### src/rtl/regfile_wb_arbiter.sv
// Write-back arbiter: two buffered sources, round-robin onto register-file write port A.
// Optional read-hazard detection is compiled in with `define WB_HAZARD_EN.

module regfile_wb_fifo #(
    parameter int DATA_WIDTH = 32,
    parameter int ADDR_WIDTH = 8,
    parameter int FIFO_DEPTH = 4,
    localparam int PW = $clog2(FIFO_DEPTH)
) (
    input  logic                  clk,
    input  logic                  rst,
    input  logic                  push,
    input  logic                  pop,
    input  logic [ADDR_WIDTH-1:0] wr_addr,
    input  logic [DATA_WIDTH-1:0] wr_data,
`ifdef WB_HAZARD_EN
    input  logic [ADDR_WIDTH-1:0] look_a,
    input  logic [ADDR_WIDTH-1:0] look_b,
    output logic                  hit_a,
    output logic                  hit_b,
`endif
    output logic [ADDR_WIDTH-1:0] head_addr,
    output logic [DATA_WIDTH-1:0] head_data,
    output logic [PW:0]           count
);
    logic [ADDR_WIDTH-1:0] mem_addr_r [FIFO_DEPTH];
    logic [DATA_WIDTH-1:0] mem_data_r [FIFO_DEPTH];
    logic [PW-1:0]         wptr_r;
    logic [PW-1:0]         rptr_r;
    logic [PW:0]           count_r;

    // Entry storage; contents are don't-care while unoccupied, so no reset.
    always_ff @(posedge clk) begin
        if (push) begin
            mem_addr_r[wptr_r] <= wr_addr;
            mem_data_r[wptr_r] <= wr_data;
        end
    end

    // Pointers and occupancy.
    always_ff @(posedge clk) begin
        if (rst) begin
            wptr_r  <= '0;
            rptr_r  <= '0;
            count_r <= '0;
        end else begin
            if (push) begin
                wptr_r <= wptr_r + 1'b1;
            end
            if (pop) begin
                rptr_r <= rptr_r + 1'b1;
            end
            case ({push, pop})
                2'b10:   count_r <= count_r + 1'b1;
                2'b01:   count_r <= count_r - 1'b1;
                default: count_r <= count_r;
            endcase
        end
    end

    assign head_addr = mem_addr_r[rptr_r];
    assign head_data = mem_data_r[rptr_r];
    assign count     = count_r;

`ifdef WB_HAZARD_EN
    // An entry is live when its distance from the read pointer is below the count.
    always_comb begin
        hit_a = 1'b0;
        hit_b = 1'b0;
        for (int i = 0; i < FIFO_DEPTH; i++) begin
            hit_a = hit_a | (({1'b0, PW'(i) - rptr_r} < count_r) && (mem_addr_r[i] == look_a));
            hit_b = hit_b | (({1'b0, PW'(i) - rptr_r} < count_r) && (mem_addr_r[i] == look_b));
        end
    end
`endif
endmodule

module regfile_wb_arbiter #(
    parameter int DATA_WIDTH = 32,
    parameter int ADDR_WIDTH = 8,
    parameter int FIFO_DEPTH = 4
) (
    input  logic                  clk,
    input  logic                  rst,
    input  logic                  s0_valid,
    output logic                  s0_ready,
    input  logic [ADDR_WIDTH-1:0] s0_addr,
    input  logic [DATA_WIDTH-1:0] s0_data,
    input  logic                  s1_valid,
    output logic                  s1_ready,
    input  logic [ADDR_WIDTH-1:0] s1_addr,
    input  logic [DATA_WIDTH-1:0] s1_data,
`ifdef WB_HAZARD_EN
    input  logic [ADDR_WIDTH-1:0] rd_addr_a,
    input  logic [ADDR_WIDTH-1:0] rd_addr_b,
    output logic                  hazard_a,
    output logic                  hazard_b,
`endif
    output logic                  we_a,
    output logic [ADDR_WIDTH-1:0] addr_wr_a,
    output logic [DATA_WIDTH-1:0] data_in_a,
    output logic                  idle
);
    localparam int PW = $clog2(FIFO_DEPTH);
    localparam logic [PW:0] FULL_COUNT = (PW+1)'(FIFO_DEPTH);

    logic [PW:0]           count0_s, count1_s;
    logic [ADDR_WIDTH-1:0] head0_addr_s, head1_addr_s;
    logic [DATA_WIDTH-1:0] head0_data_s, head1_data_s;
    logic                  push0_s, push1_s;
    logic                  grant0_s, grant1_s;
    logic                  ne0_s, ne1_s;
    logic                  rr_r;
    logic                  we_a_r;
    logic [ADDR_WIDTH-1:0] addr_wr_a_r;
    logic [DATA_WIDTH-1:0] data_in_a_r;

    assign s0_ready = !rst && (count0_s != FULL_COUNT);
    assign s1_ready = !rst && (count1_s != FULL_COUNT);

    // Address-zero transfers complete the handshake but are never stored.
    assign push0_s = s0_valid && s0_ready && (s0_addr != {ADDR_WIDTH{1'b0}});
    assign push1_s = s1_valid && s1_ready && (s1_addr != {ADDR_WIDTH{1'b0}});

    assign ne0_s    = (count0_s != '0);
    assign ne1_s    = (count1_s != '0);
    assign grant0_s = ne0_s && (!ne1_s || !rr_r);
    assign grant1_s = ne1_s && (!ne0_s || rr_r);

`ifdef WB_HAZARD_EN
    logic hit0_a_s, hit0_b_s, hit1_a_s, hit1_b_s;
`endif

    regfile_wb_fifo #(
        .DATA_WIDTH(DATA_WIDTH), .ADDR_WIDTH(ADDR_WIDTH), .FIFO_DEPTH(FIFO_DEPTH)
    ) u_fifo0 (
        .clk(clk), .rst(rst), .push(push0_s), .pop(grant0_s),
        .wr_addr(s0_addr), .wr_data(s0_data),
`ifdef WB_HAZARD_EN
        .look_a(rd_addr_a), .look_b(rd_addr_b), .hit_a(hit0_a_s), .hit_b(hit0_b_s),
`endif
        .head_addr(head0_addr_s), .head_data(head0_data_s), .count(count0_s)
    );

    regfile_wb_fifo #(
        .DATA_WIDTH(DATA_WIDTH), .ADDR_WIDTH(ADDR_WIDTH), .FIFO_DEPTH(FIFO_DEPTH)
    ) u_fifo1 (
        .clk(clk), .rst(rst), .push(push1_s), .pop(grant1_s),
        .wr_addr(s1_addr), .wr_data(s1_data),
`ifdef WB_HAZARD_EN
        .look_a(rd_addr_a), .look_b(rd_addr_b), .hit_a(hit1_a_s), .hit_b(hit1_b_s),
`endif
        .head_addr(head1_addr_s), .head_data(head1_data_s), .count(count1_s)
    );

    // Write port and round-robin pointer; rr always points away from the last winner.
    always_ff @(posedge clk) begin
        if (rst) begin
            rr_r        <= 1'b0;
            we_a_r      <= 1'b0;
            addr_wr_a_r <= '0;
            data_in_a_r <= '0;
        end else if (grant0_s) begin
            rr_r        <= 1'b1;
            we_a_r      <= 1'b1;
            addr_wr_a_r <= head0_addr_s;
            data_in_a_r <= head0_data_s;
        end else if (grant1_s) begin
            rr_r        <= 1'b0;
            we_a_r      <= 1'b1;
            addr_wr_a_r <= head1_addr_s;
            data_in_a_r <= head1_data_s;
        end else begin
            we_a_r      <= 1'b0;
        end
    end

    assign we_a      = we_a_r;
    assign addr_wr_a = addr_wr_a_r;
    assign data_in_a = data_in_a_r;
    assign idle      = (count0_s == '0) && (count1_s == '0) && !we_a_r;

`ifdef WB_HAZARD_EN
    assign hazard_a = (rd_addr_a != {ADDR_WIDTH{1'b0}}) &&
                      (hit0_a_s || hit1_a_s || (we_a_r && (addr_wr_a_r == rd_addr_a)));
    assign hazard_b = (rd_addr_b != {ADDR_WIDTH{1'b0}}) &&
                      (hit0_b_s || hit1_b_s || (we_a_r && (addr_wr_a_r == rd_addr_b)));
`endif
endmodule

### config.mk
export PLATFORM = sky130hd
export DESIGN_NAME = regfile_wb_arbiter
export DESIGN_NICKNAME = d
export VERILOG_FILES = /design/src/rtl/regfile_wb_arbiter.sv
export SDC_FILE = /design/constraint.sdc
export NUM_CORES = 1
export LEC_CHECK = 0
export CAP_MARGIN = 20
export CELL_PAD_IN_SITES_DETAIL_PLACEMENT = 1
export CELL_PAD_IN_SITES_GLOBAL_PLACEMENT = 1
export CORE_UTILIZATION = 40
export CTS_BUF_LIST = sky130_fd_sc_hd__clkbuf_8
export DETAILED_ROUTE_END_ITERATION = 10
export PLACE_DENSITY = 0.7
export SKIP_LAST_GASP = 1
export SLEW_MARGIN = 20
export SYNTH_ARGS = -nofsm -noshare
export SYNTH_HDL_FRONTEND = slang
export SYNTH_SLANG_ARGS = --single-unit
### constraint.sdc
create_clock -name clk -period 2.8 [get_ports clk]
set_input_delay 0.56 -clock clk [delete_from_list [all_inputs] [get_ports clk]]
set_output_delay 0.56 -clock clk [all_outputs]
set_load 0.02 [all_outputs]
After elaboration in Yosys (flattened, before gate mapping)

Memories as Yosys holds them, arrays and structs flattened. A register that Yosys moved wholly into a read port is not among the register bits.
Cells that the tools add are included.

Flip-flop bits (word level): 56
Latch bits: 0
Bits in writable memories: 320
Memory bits (read-only): 0
Output and inout port bits: 44
Logic and storage cells: 76
Memories kept: 4

$add $sub $neg: 8
$mul: 0
Divide/modulo/power cells: 0
Magnitude comparators: 0
Equality and inequality tests: 6
Shift-type cells: 0
Multiplexer cells: 22
Bitwise logic cells: 0
Reductions and logical operators: 26

Memory list:

| name               | depth | width | rd ports | clocked after memory_dff | write ports | RTL line | text |
|---|---|---|---|---|---|---|---|
| u_fifo0.mem_data_r | 4     | 32    | 1        | 1                        | 1           | 27       | `logic [DATA_WIDTH-1:0] mem_data_r [FIFO_DEPTH];` |
| u_fifo1.mem_data_r | 4     | 32    | 1        | 1                        | 1           | 27       |  |
| u_fifo0.mem_addr_r | 4     | 8     | 1        | 1                        | 1           | 26       | `logic [ADDR_WIDTH-1:0] mem_addr_r [FIFO_DEPTH];` |
| u_fifo1.mem_addr_r | 4     | 8     | 1        | 1                        | 1           | 26       |  |

Operators with widths:

| cell                  | count |
|---|---|
| $mux W32              | 2 |
| $mux W2               | 8 |
| $mux W8               | 2 |
| $reduce_bool A8 Y1    | 2 |
| $pmux W3 S2           | 2 |
| $logic_and A1 B1 Y1   | 10 |
| $add A2 B1 Y2 const B | 4 |
| $mux W1               | 8 |
| $add A3 B1 Y3 const B | 2 |
| $logic_not A3 Y1      | 2 |
| $ne A3 B3 Y1 const B  | 2 |
| $reduce_bool A2 Y1    | 3 |
| $reduce_bool A3 Y1    | 2 |
| $sub A3 B1 Y3 const B | 2 |
| $logic_not A1 Y1      | 5 |
| $eq A2 B1 Y1 const B  | 2 |
| $eq A2 B2 Y1 const B  | 2 |
| $logic_or A1 B1 Y1    | 2 |

Logic depth before layout (Yosys ltp)

Gate-level depths: netlist of the first run.

Depth in word-level cells: 6
Depth in mapped cells: 9

By module

Synthesis of the first run repeated with hierarchy kept, for this count alone.

Cells, all modules: 767
Area, all modules: 14,866.8 um^2

Modules (own cells, without submodules):

| module                    | times used | cells each | area each (um^2) | seq. area each (um^2) |
|---|---|---|---|---|
| regfile_wb_fifo (u_fifo1) | 1          | 254        | 6,239.7          | 4,984.8 |
| regfile_wb_fifo (u_fifo0) | 1          | 250        | 6,229.7          | 4,984.8 |
| regfile_wb_arbiter        | 1          | 263        | 2,397.3          | 840.8 |

Least setup slack after synthesis of the first run

OpenSTA, ideal clock, no wires.

Path type: in2reg
Start point: input port rst
End point: memory u_fifo0.mem_addr_r[1][0], enable pin
Setup time: 0.401 ns
Arrival time: 2.270 ns
Required time: 2.399 ns
Setup slack: 0.128 ns
Stages: 3
Path buffers: 1
Cells stage by stage: buf_2 > a2111oi_4 > and2_1

Longest elaborated chain between the ends: 6

Ends and longest elaborated chain:

| item                             | RTL line | text |
|---|---|---|
| start, declared                  | 84       | `input logic rst,` |
| $logic_not A1 Y1                 | 118      | `assign s0_ready = !rst && (count0_s != FULL_COUNT);` |
| $logic_and A1 B1 Y1              | 118      |  |
| $logic_and A1 B1 Y1 (2 in a row) | 122      | `assign push0_s = s0_valid && s0_ready && (s0_addr != {ADDR_WIDTH{1'b0}});` |
| $mux W1                          | 34       | `if (push) begin` |
| $mux W1 (not written as such)    | 35       | `mem_addr_r[wptr_r] <= wr_addr;` |
| end, declared                    | 26       |  |

Every way passes these cells.

Final worst setup path of the first run

Start point: register u_fifo1.count_r[2], in the netlist u_fifo1.count[2]
End point: output port idle

Longest elaborated chain between the ends: 3

Ends and longest elaborated chain:

| item                             | RTL line | text |
|---|---|---|
| start, declared                  | 30       | `logic [PW:0] count_r;` |
| start signal, assigned           | 54       | `2'b10: count_r <= count_r + 1'b1;` |
| start signal, assigned           | 55       | `2'b01: count_r <= count_r - 1'b1;` |
| start signal, assigned           | 56       | `default: count_r <= count_r;` |
| $logic_not A3 Y1                 | 181      | `assign idle = (count0_s == '0) && (count1_s == '0) && !we_a_r;` |
| $logic_and A1 B1 Y1 (2 in a row) | 181      |  |
| end, declared                    | 102      | `output logic idle` |

Every way passes these cells.

==> metrics.md, run 1 <==
| Metric | Value |
|---|---|
| Mapped Cells | 711 |
| Pins Over Slew Limit | 0 |
| Tcrit/Tclk final | 0.942 |
| Fin nets | 1,020 |
| Root Buffer | clkbuf_8 |
| GR Overflow Total | 0 |
| FP Rows | 68 |
| Fin Clk Skew | 19.0 ps |
| Ports | 128 |
| Setup Buffers After CTS | 0 |
| Die ar. | 0.0360 mm² |
| Ratio of cells with drive above 1 in the final layout | 0.239 |
| Switching Share | 0.284 |
| Util after Layout | 0.511 |
| Hold Startpoint | data_in_a[5] |
| Setup TNS | 0 ps |
| Post-synth cell types | 30 |
| Fillers | 3,212 |
| Slew @ Worst Pin | 635 ps |
| Vias per Instance | 5.13 |
| Clock-pin slew on the worst setup and hold paths | 60 ps |
| Combinational Power Share | 0.240 |
| Post-route minimum period | 2640 ps |
| Avg Inst Size Synth | 19.9 µm² |
| Post-Syn Area | 0.0141 mm² |
| DRT iter0 DRCs | 414 |
| Max FO, Critical Path | 6 |
| F_max | 0.379 GHz |
| Vias in the first global route | 8,083 |
| Starting Density | 0.408 |
| Fraction of the yosys area taken by sequential cells | 0.766 |
| FFs w/ async S/R, synth | 0 |
| Worst slew margin | 0.576 |
| Setup crit start kind | flop |
| Seq pwr share | 0.466 |
| Slowest stage delay, CP | 540 ps |
| Number of max-cap violations | 0 |
| Required time of the critical path | 2240 ps |
| Routed vias | 7,348 |
| Post-route ant nets | 0 |
| Routed WL per cell | 22.6 µm |
| CP max-delay cell | or3_1 |
| # hold bufs at CTS | 0 |
| Core ar. | 0.0346 mm² |
| Clock share of power | 0.294 |
| DIE HEIGHT | 190 µm |
| CP arrival | 2080 ps |
| Clock latency on the worst-skew pair | 610 ps |
| Ys Warns | 0 |
| R2r startpoint | u_fifo1.count[2] |
| CTS max path bufs | 3 |
| RePlAce Congestion | 0.719 |
| PostCTS Resize Cnt | 1 |
| Total Wirelength | 32,300 µm |
| P per Cell Area | 854 mW/mm² |
| Crit-path leading delay family | simple AND/OR/NAND/NOR gates |
| Total CTS buffers | 60 |
| RSZ-0062 raised after global routing | no |
| Final hold violations | 0 |
| GRT Total Usage | 0.185 |
| Drc violations | 0 |
| Setup CP Type | reg -> out |
| CP bufs+invs | 1 |
| DIE WIDTH | 190 µm |
| PnR Total Power | 0.0151 W |
| Clk sink count | 380 |
| Hold crit path type | reg -> reg |
| Main flop type after synthesis | edfxtp_1 |
| First-pass GRT wire length | 49,000 µm |
| CTS tree | yes |
| H-tree depth | 2 |
| Sw power | 0.00429 W |
| LEAKAGE | 5.99 nW |
| Status | finished clean |
| Endpoint class of the critical path | output port |
| Synth Register Bits | 380 |
| Area delta synth->final | 25.3% |
| CP Launch Point | u_fifo1.count[2] |
| Port bufs | 127 |
| Initial antenna violation count | 2 |
| Crit-path cells | or3_1 -> nor3_2 -> dlygate4sd2_1 |
| Worst VDD drop | 0.374 mV |
| 1st-pass router iterations | 4 |
| Count of flip-flops with a built-in enable after synthesis | 320 |
| Detailed Place HPWL | 20,100 µm |
| Largest net degree at the start of global routing | 41 |
| Internal | 0.0108 W |
| Syn nets | 807 |
| Setup violations, final | 0 |
## flip-flops by register name, indices dropped and copies added (netlist names), named ones only
signal / count
addr_wr_a: 8
data_in_a: 32
rr_r: 1
u_fifo0.count: 3
u_fifo0.mem_addr_r: 32
u_fifo0.mem_data_r: 128
u_fifo0.rptr_r: 2
u_fifo0.wptr_r: 2
u_fifo1.count: 3
u_fifo1.mem_addr_r: 32
u_fifo1.mem_data_r: 128
u_fifo1.rptr_r: 2
u_fifo1.wptr_r: 2
we_a: 1
## synth_stat cells (2+ instances only)
library cell / number / area (µm²)
a2111oi_4: 2 / 55.1
edfxtp_1: 320 / 9610
mux4_2: 80 / 1800
and2_1: 8 / 50.1
a211oi_4: 2 / 40.0
clkbuf_4: 3 / 22.5
nor3b_1: 2 / 15.0
nand2_1: 82 / 308
buf_2: 10 / 50.1
o21ai_0: 2 / 10.0
o31ai_1: 2 / 15.0
xnor2_1: 5 / 43.8
a22oi_1: 40 / 300
clkbuf_1: 16 / 60.1
xor2_1: 5 / 43.8
nor2_1: 17 / 63.8
or3_1: 4 / 25.0
buf_6: 5 / 56.3
ha_1: 10 / 125
nor4_1: 4 / 25.0
fa_1: 2 / 40.0
dfxtp_1: 60 / 1200
nor3_1: 3 / 15.0
inv_1: 15 / 56.3
a21oi_1: 7 / 35.0
## area by class of cell
type                       instances  area, µm²  share of cell area
sequential                       380      10800               0.612
multi-input combinational        281       3070               0.174
timing repair buffer             186       2000               0.113
clock buffer                      63        867              0.0490
tap                              455        569              0.0322
clock inverter                    50        290              0.0164
inverter                          15       56.3             0.00318
antenna                            3       7.51            0.000425
## worst reg2reg max path: stages, from the launching register on
cell and delay, ps:
dfxtp_1 340, or3_1 540, a21oi_1 360, ha_1 230, inv_1 50, fa_1 370
xor2_1 160, or3_1 310, a21oi_1 140
## power groups by stage
stage,clock network (W),registers (W),logic (W)
2_1_floorplan,0,0.00717,0.00209
3_3_place_gp,0,0.00714,0.00364
3_5_place_dp,0,0.00717,0.00371
4_1_cts,0.00458,0.00705,0.00372
5_1_grt,0.00480,0.00711,0.00394
6_report,0.00444,0.00704,0.00363
## stage by stage
step                      std cells  setup slack [ps]  cell area, µm²  hold slack, ps
after CTS                      1430              17.2           17700             439
final                          1433               162           17700             435
after global routing           1432              18.7           17700             454
after detailed placement       1317              -227           16500             430
after floorplan                 711               128           14100             475
after global placement         1317             -78.8           16500             423
## logic make-up (layout without fill, tap and decap cells)
logic type      after synthesis  in the layout  synth area share
other cells                   0              3                 0
compound gates               58             58            0.0340
fa+ha+maj                    12             12            0.0117
buf+inv                      50            314            0.0179
simple gates                121            121            0.0367
mux                          80             80             0.128
flops                       380            380             0.766
xor+xnor                     10             10           0.00620
## metal layers
metal	GRT usage	vias to the layer above	routed length, µm
li1	-	3272	-
met1	0.248	3842	13900
met2	0.308	188	16300
met3	0.0339	46	1590
met4	0.0552	0	560
met5	0	-	0
## worst paths after layout
| check | endpoint | slack (ps) | cells after the start |
|---|---|---|---|
| hold / removal | data_in_a[5] | 430 | 2 |
| setup reg to reg | u_fifo0.count[2] | 220 | 8 |
| setup / recovery | idle | 160 | 3 |
| hold reg to reg | data_in_a[5] | 430 | 2 |
## cell usage in the layout (no fill, tap or decap), drive strengths merged
master         synthesis  layout
o211ai                 1       1
o211a                  1       1
a21oi                  7       7
a2111oi                2       2
or3                    4       4
nor3b                  2       2
mux4                  80      80
buf                   16      59
diode                  0       3
nand2                 82      82
inv                   15      46
nor2                  17      17
clkdlybuf4s50          0     126
clkbuf                19      63
and2                   8       8
ha                    10      10
clkinvlp               0       1
a211oi                 3       3
dlygate4sd2            0       1
o31ai                  2       2
edfxtp               320     320
fa                     2       2
xor2                   5       5
nor4                   4       4
dfxtp                 60      60
bufinv                 0       3
o21ai                  2       2
xnor2                  5       5
clkinv                 0      15
nor3                   4       4
a22oi                 40      40
Power figures use the tool's default switching activity.
==> run 2, diff against run 1 <==
DONT_BUFFER_PORTS = 1   (was default)
PLACE_DENSITY = default   (was 0.7)
PLACE_DENSITY_LB_ADDON = 0.1   (was default)
==> metrics.md, run 2 (synthesis results as in run 1) <==
| Metric | Value |
|---|---|
| Pins Over Slew Limit | 0 (unchanged) |
| Fin area | 0.0169 mm² (-4.2%) |
| Hold Startpoint | rst |
| Vias per Instance | 5.20 (+1.5%) |
| Crit-path cells | or3_1 -> buf_4 -> nor3_1 -> buf_4 |
| First-pass GRT wire length | 48,300 µm (-1.5%) |
| Port bufs | 0 (-100%) |
| Ports | 128 (unchanged) |
| LEAKAGE | 5.71 nW (-4.6%) |
| Initial antenna violation count | 1 (-1) |
| Area delta synth->final | 20.0% |
| Number of max-cap violations | 0 (unchanged) |
| Total Wirelength | 32,100 µm (-0.82%) |
| P per Cell Area | 877 mW/mm² (+2.7%) |
| Fin nets | 948 (-7.1%) |
| Setup Buffers After CTS | 0 (unchanged) |
| Total CTS buffers | 61 (+1.7%) |
| CTS max path bufs | 3 (unchanged) |
| GRT Total Usage | 0.185 (about the same) |
| Max FO, Critical Path | 5 (-1) |
| GR Overflow Total | 0 (unchanged) |
| Detailed Place HPWL | 19,700 µm (-2.0%) |
| DRT iter0 DRCs | 278 (-33%) |
| Worst VDD drop | 0.535 mV (+43%) |
| PostCTS Resize Cnt | 0 (-1) |
| H-tree depth | 2 (unchanged) |
| Starting Density | 0.408 (unchanged) |
| RSZ-0062 raised after global routing | no |
| Clock latency on the worst-skew pair | 630 ps (+20 ps) |
| Routed vias | 7,084 (-3.6%) |
| Setup CP Type | reg -> out |
| CP bufs+invs | 2 (+1) |
| # hold bufs at CTS | 81 (+81) |
| Root Buffer | clkbuf_8 |
| Worst slew margin | 0.494 (-0.0829) |
| Hold crit path type | in -> reg |
| CP dominant cell by count | buf_4 |
| Drc violations | 0 (unchanged) |
| CP max-delay cell | or3_1 |
| Biggest regs | u_fifo0.mem_data_r: 128 flops, u_fifo1.mem_data_r: 128 flops |
| FP Rows | 68 (unchanged) |
| Worst r2r path cells | 8 (unchanged) |
| Endpoint class of the critical path | output port |
| R2R Setup Slk | 380 ps (+160 ps) |
| Worst setup margin | 190 ps (+28.1 ps) |
| Core ar. | 0.0346 mm² (unchanged) |
| Post-route minimum period | 2610 ps (-28.1 ps) |
| F_max | 0.383 GHz (+1.1%) |
| Most common cell after layout, fill and taps aside | edfxtp_1 |
| Final hold violations | 0 (unchanged) |
| Ratio of cells with drive above 1 in the final layout | 0.236 (-0.00251) |
| Tcrit/Tclk final | 0.932 (-0.0100) |
| Fin Clk Skew | 18.4 ps (-0.653 ps) |
| DIE WIDTH | 190 µm (unchanged) |
| Post-route ant nets | 0 (unchanged) |
| DIE HEIGHT | 190 µm (unchanged) |
| Largest net degree at the start of global routing | 41 (unchanged) |
| Slowest stage delay, CP | 400 ps (-140 ps) |
| Crit path to | idle |
| Vias in the first global route | 7,989 (-1.2%) |
| RePlAce Congestion | 0.684 (-4.9%) |
| Die ar. | 0.0360 mm² (unchanged) |
| Setup crit start kind | flop |
| R2r startpoint | u_fifo1.count[0] |
| Crit-path leading delay family | simple AND/OR/NAND/NOR gates |
| Status | finished clean |
| CP arrival | 2050 ps (-30 ps) |
| CTS tree | yes |
| Setup violations, final | 0 (unchanged) |
| Clock-pin slew on the worst setup and hold paths | 60 ps (about the same) |
| Setup TNS | 0 ps (unchanged) |
| Post-placement cell area | 0.0149 mm² (-9.9%) |
| Cell count along the critical path | 4 (+1) |
| Required time of the critical path | 2240 ps (about the same) |
| FF-to-FF End | u_fifo0.count[2] |
| Slew @ Worst Pin | 757 ps (+122 ps) |
| Routed WL per cell | 23.6 µm (+4.4%) |
| Commonest cells after routing, fill and taps aside | edfxtp_1, nand2_1, dlygate4sd3_1, mux4_2, clkbuf_8 |
| CP Launch Point | u_fifo1.count[0] |
| 1st-pass router iterations | 4 (unchanged) |
| Pre-CTS setup slack | 76.5 ps (+303 ps) |
| Clk sink count | 380 (unchanged) |
[run 2: stage by stage]
step                hold WS [ps]   util  total power (W)  instances
detailed placement           505  0.430           0.0102       1163
floorplan                    475      -          0.00926        711
global route                 279  0.489           0.0156       1361
global placement             480  0.430           0.0101       1163
CTS                          233  0.489           0.0152       1360
finish                       292  0.489           0.0149       1361
[run 2: where the power goes]
group          internal [W]  total [W]  leakage, nW  switching (W)
Clock               0.00260    0.00471        0.748        0.00211
Sequential          0.00666    0.00719         3.40       0.000525
Combinational       0.00134    0.00297         1.56        0.00163
Total                0.0106     0.0149         5.71        0.00426
[run 2: area by class of cell]
class                      count  area [µm²]
fill                        3186       17700
sequential                   380       10800
multi-input combinational    281        3060
timing repair buffer         113        1180
clock buffer                  75        1030
tap                          455         569
clock inverter                41         226
inverter                      15        56.3
antenna                        1        2.50
[run 2: worst reg2reg max path, stage by stage (launching register included)]
cell     delay (ps)
dfxtp_1         350
or3_1           400
a21oi_1         290
ha_1            240
inv_1            70
fa_1            380
xor2_1          170
or3_1           300
a21oi_1         150
[run 2: metal layers]
metal,share of wire,vias up,track usage
met5,0,-,0
met4,0.022,0,0.0642
met3,0.050,58,0.0362
met2,0.50,173,0.312
met1,0.43,3724,0.239
li1,-,3129,-
[run 2: worst min path at each step]
stage                        endpoint  slack [ps]  cells past startpoint
CTS                 u_fifo1.wptr_r[1]         230                      4
finish              u_fifo0.wptr_r[1]         290                      4
global route        u_fifo1.wptr_r[1]         280                      4
global placement     u_fifo0.count[2]         480                      2
detailed placement               flop         510                      2
floorplan            u_fifo0.count[2]         480                      2
